### src/rtl/alarm_buzzer_ctrl.sv
// Alarm buzzer controller: qualifies the alarm decision against glitches, then
// drives a bounded on/off beep pattern that the driver can silence until re-arm.
module alarm_buzzer_ctrl #(
  parameter int DEBOUNCE  = 4,
  parameter int ON_CYC    = 3,
  parameter int OFF_CYC   = 3,
  parameter int MAX_BEEPS = 8
) (
  input  logic                           clk,
  input  logic                           reset,
  input  logic                           sAlr,
  input  logic                           sAck,
  output logic                           sBuzz,
  output logic                           sActive,
  output logic                           sMuted,
  output logic [$clog2(MAX_BEEPS+1)-1:0] sBeepCnt
);

  localparam int BEEP_W  = $clog2(MAX_BEEPS + 1);
  localparam int CNT_MAX = (DEBOUNCE > ON_CYC)
                         ? ((DEBOUNCE > OFF_CYC) ? DEBOUNCE : OFF_CYC)
                         : ((ON_CYC > OFF_CYC) ? ON_CYC : OFF_CYC);
  // The shared phase counter only ever reaches CNT_MAX-1.
  localparam int CNT_W   = (CNT_MAX > 1) ? $clog2(CNT_MAX) : 1;

  localparam logic [CNT_W-1:0]  CNT_ZERO = '0;
  localparam logic [CNT_W-1:0]  CNT_ONE  = CNT_W'(1);
  localparam logic [CNT_W-1:0]  DEB_LAST = CNT_W'(DEBOUNCE - 1);
  localparam logic [CNT_W-1:0]  ON_LAST  = CNT_W'(ON_CYC - 1);
  localparam logic [CNT_W-1:0]  OFF_LAST = CNT_W'(OFF_CYC - 1);
  localparam logic [BEEP_W-1:0] BEEP_MAX = BEEP_W'(MAX_BEEPS);
  localparam logic [BEEP_W-1:0] BEEP_ONE = BEEP_W'(1);

  typedef enum logic [2:0] {
    IDLE,
    QUALIFY,
    BEEP_ON,
    BEEP_OFF,
    HOLD
  } state_e;

  state_e             state_q, state_d;
  logic [CNT_W-1:0]   cnt_q, cnt_d;
  logic [BEEP_W-1:0]  beep_q, beep_d;
  logic               buzz_q, active_q, muted_q;

  // Next-state and counter logic.
  always_comb begin
    // NOTE: every always_comb output gets a default first so no path can infer a latch.
    state_d = state_q;
    cnt_d   = cnt_q;
    beep_d  = beep_q;

    case (state_q)
      IDLE: begin
        beep_d = '0;
        cnt_d  = CNT_ZERO;
        if (sAlr) begin
          if (DEBOUNCE == 1) begin
            state_d = BEEP_ON;
            cnt_d   = CNT_ZERO;
          end else begin
            state_d = QUALIFY;
            cnt_d   = CNT_ONE;
          end
        end
      end

      QUALIFY: begin
        if (!sAlr) begin
          state_d = IDLE;
          cnt_d   = CNT_ZERO;
          beep_d  = '0;
        end else if (cnt_q == DEB_LAST) begin
          state_d = BEEP_ON;
          cnt_d   = CNT_ZERO;
        end else begin
          cnt_d = cnt_q + CNT_ONE;
        end
      end

      BEEP_ON: begin
        if (!sAlr) begin
          state_d = IDLE;
          cnt_d   = CNT_ZERO;
          beep_d  = '0;
        end else if (sAck) begin
          state_d = HOLD;
          cnt_d   = CNT_ZERO;
        end else if (cnt_q == ON_LAST) begin
          state_d = BEEP_OFF;
          cnt_d   = CNT_ZERO;
          if (beep_q != BEEP_MAX) beep_d = beep_q + BEEP_ONE;
        end else begin
          cnt_d = cnt_q + CNT_ONE;
        end
      end

      BEEP_OFF: begin
        if (!sAlr) begin
          state_d = IDLE;
          cnt_d   = CNT_ZERO;
          beep_d  = '0;
        end else if (sAck) begin
          state_d = HOLD;
          cnt_d   = CNT_ZERO;
        end else if (cnt_q == OFF_LAST) begin
          state_d = (beep_q == BEEP_MAX) ? HOLD : BEEP_ON;
          cnt_d   = CNT_ZERO;
        end else begin
          cnt_d = cnt_q + CNT_ONE;
        end
      end

      HOLD: begin
        // A held alarm never retriggers; only a clear re-arms the block.
        if (!sAlr) begin
          state_d = IDLE;
          cnt_d   = CNT_ZERO;
          beep_d  = '0;
        end
      end

      default: begin
        state_d = IDLE;
        cnt_d   = CNT_ZERO;
        beep_d  = '0;
      end
    endcase
  end

  // State register plus outputs decoded from the next state, so each output
  // changes on the same edge as the state it reflects.
  always_ff @(posedge clk) begin
    // NOTE: sequential state uses non-blocking assignments so every register samples pre-edge values.
    if (reset) begin
      state_q  <= IDLE;
      cnt_q    <= CNT_ZERO;
      beep_q   <= '0;
      buzz_q   <= 1'b0;
      active_q <= 1'b0;
      muted_q  <= 1'b0;
    end else begin
      state_q  <= state_d;
      cnt_q    <= cnt_d;
      beep_q   <= beep_d;
      buzz_q   <= (state_d == BEEP_ON);
      active_q <= (state_d == BEEP_ON) || (state_d == BEEP_OFF);
      muted_q  <= (state_d == HOLD);
    end
  end

  assign sBuzz    = buzz_q;
  assign sActive  = active_q;
  assign sMuted   = muted_q;
  assign sBeepCnt = beep_q;

endmodule

### config.mk
export PLATFORM = sky130hd
export DESIGN_NAME = alarm_buzzer_ctrl
export DESIGN_NICKNAME = d
export VERILOG_FILES = /design/src/rtl/alarm_buzzer_ctrl.sv
export SDC_FILE = /design/constraint.sdc
export NUM_CORES = 1
export LEC_CHECK = 0
export CORE_UTILIZATION = 55
export DETAILED_ROUTE_END_ITERATION = 10
export HOLD_SLACK_MARGIN = 0.06
export PLACE_DENSITY = 0.81
export SKIP_LAST_GASP = 1
export SLEW_MARGIN = 20
export SYNTH_ARGS = -nofsm -noshare
export SYNTH_HDL_FRONTEND = slang
export SYNTH_SLANG_ARGS = --single-unit
### constraint.sdc
create_clock -name clk -period 2.3 [get_ports clk]
set_input_delay 0.23 -clock clk [delete_from_list [all_inputs] [get_ports clk]]
set_output_delay 0.23 -clock clk [all_outputs]
set_load 0.01 [all_outputs]
==> results.tsv <==
metric	value	unit
async set-reset flop share out of synthesis	0	%
Setup WS pre-CTS	0.512	ns
top-count cell post-synth	dfxtp_1	
area of the multi-input gates	445	um2
# hold bufs at CTS	0	
Final Hold Fails	0	
DRT Wirelength	1400	um
Initial Util	61.9	%
fillcell total	107	
Pre-antenna DRT Iters	4	
die width	38.3	um
sequential cell area	240	um2
setup_tns	0	ns
FMAX	620	MHz
DR vias	639	
final worst slack	0.686	ns
Critical Path Start Type	register	
vias in the first global route	526	
global-route wire length before repair	2300	um
CTS Sinks	12	
cts repair resizes	0	
fin cells	111	
maximum vdd ir drop	0.450	mV
Yosys top cell area share	33.2	%
DP HPWL	1050	um
die height	38.3	um
CTS root buf	clkbuf_4	
Power, Total	414	uW
Core Region	0.00117	mm2
Reg clk slew, reported paths	0.08	ns
Syn. warnings	0	
critical path class	reg -> reg	
CP max FO	12	
Synthesized Nets	96	
Worst EP required	2.52	ns
Non-Filler Cell Area, Final	866	um2
placed cell count	107	
Core Util, Final	73.9	%
starting DRC count in detailed routing	14	
dpl cell area	830	um2
Worst Skew	0.00714	ns
initial antenna violation count	0	
fraction of layout cells with a size suffix above 1	7.22	%
Main synth FF type	dfxtp_1	
area delta synth->final	19.5	%
Synth Register Bits	12	
Seq/Total Area, Yosys	33.2	%
Final nets	109	
# rows	12	
All-Layer GR Usage	22.9	%
Commonest cells post-synth	12 x dfxtp_1, 7 x ha_1, 7 x nor2_1	
Synth Cell Area	724	um2
Routed Antenna Nets	0	
instance count of the mapped netlist	85	
Synth cell types	35	
H-tree depth	1	
Final min period	1.61	ns
TritonCTS clock tree	built	
Post-synth EDFFs	0	
Critical Path Sink Type	register	
pwr/cell area	478	mW/mm2
grt ovf	0	
Max-Cap Viols	0	
Worst-Margin Slew	0.372	ns
Pleak	0.333	nW
DR WL/cell	12.6	um
I/O pin count	11	
outcome	finished clean	
Hold Slack	0.538	ns
worst path arrival time	1.83	ns
vias per cell	5.76	
Area contributors post-synth	dfxtp_1 33%, ha_1 12%, and3_1 4.3%, nor2_1 3.6%, nor2b_1 3.5%	
DRC viols	0	
min-delay worst type	reg -> reg	
Max Slew Vio Count	0	
RSZ-0062 raised after global routing	false	
Die Area	0.00147	mm2
Max transition margin	75.2	%
largest net degree at the start of global routing	14	
Finish-stage setup viols	0	
post-CTS setup buffers	0	
Final period util	70.2	%
port bufs	10	
clk_lat worst skew	0.28	ns
Synth Area per Inst	8.52	um2
CTS buffer count	3	
Ant. Diodes	0	
gp weighted congestion	0.850	
post-synth top area cell	dfxtp_1	
Max Buffers Root-to-Sink	2	
[cell families (layout without fill, tap and decap cells)]
group	after synthesis	after routing	synth area share [%]
flip-flops	12	12	33.2
AO/OA/AOI/OAI	14	14	12.3
XOR/XNOR	3	3	3.63
multiplexers	2	2	2.94
AND/OR/NAND/NOR	39	39	30.6
buffers and inverters	8	20	5.35
adder cells (fa/ha/maj)	7	7	12.1
[routing by layer]
layer	up-vias	global-route usage [%]	share of wire, %
met2	8	38.6	49
met3	4	3.49	2.6
li1	326	-	-
met5	-	0	0
met4	0	8.04	1.2
met1	301	29.5	47
[worst paths after layout]
path | start | end | slack (ns) | cells after the start
worst max register to register | state_q[0] | sBeepCnt[0] | 0.69 | 4
worst max-delay path | state_q[0] | sBeepCnt[0] | 0.69 | 4
worst min register to register | sBeepCnt[0] | sBeepCnt[0] | 0.54 | 2
worst min-delay path | sBeepCnt[0] | sBeepCnt[0] | 0.54 | 2
[cell usage in the layout (no fill, tap or decap), types with 2 or more instances in the layout]
master	synthesis	layout
a21oi_1	4	4
and3_1	5	5
clkbuf_4	0	3
clkdlybuf4s50_1	0	10
dfxtp_1	12	12
ha_1	7	7
inv_1	5	5
nand2_1	6	6
nand2b_1	2	2
nand3_1	2	2
nand3b_1	3	3
nand4_1	2	2
nor2_1	7	7
nor2b_1	4	4
nor3_1	2	2
o21ai_0	2	2
xor2_1	2	2
[report_power, final]
part | total [mW] | internal [mW] | switching (mW)
sequential | 0.214 | 0.210 | 0.00413
combinational | 0.0282 | 0.0137 | 0.0145
clock | 0.172 | 0.0963 | 0.0754
[worst max-delay path, cell delays in order, from the launching register on]
cell	delay, ns
dfxtp_1	0.55
nor2b_1	0.12
a32o_1	0.29
or4_1	0.47
a21oi_1	0.14
[flip-flops by register name, summed over array words and instances, names as in the netlist]
signal,cells
sActive,1
sBuzz,1
cnt_q,2
sMuted,1
sBeepCnt,4
state_q,3
[final cells by class]
| class | count | area share [%] |
|---|---|---|
| sequential | 12 | 27.7 |
| multi-input combinational | 65 | 51.4 |
| timing repair buffer | 11 | 12.4 |
| tap | 14 | 2.02 |
| inverter | 5 | 2.17 |
| clock buffer | 4 | 4.19 |
Power figures use the tool's default switching activity.
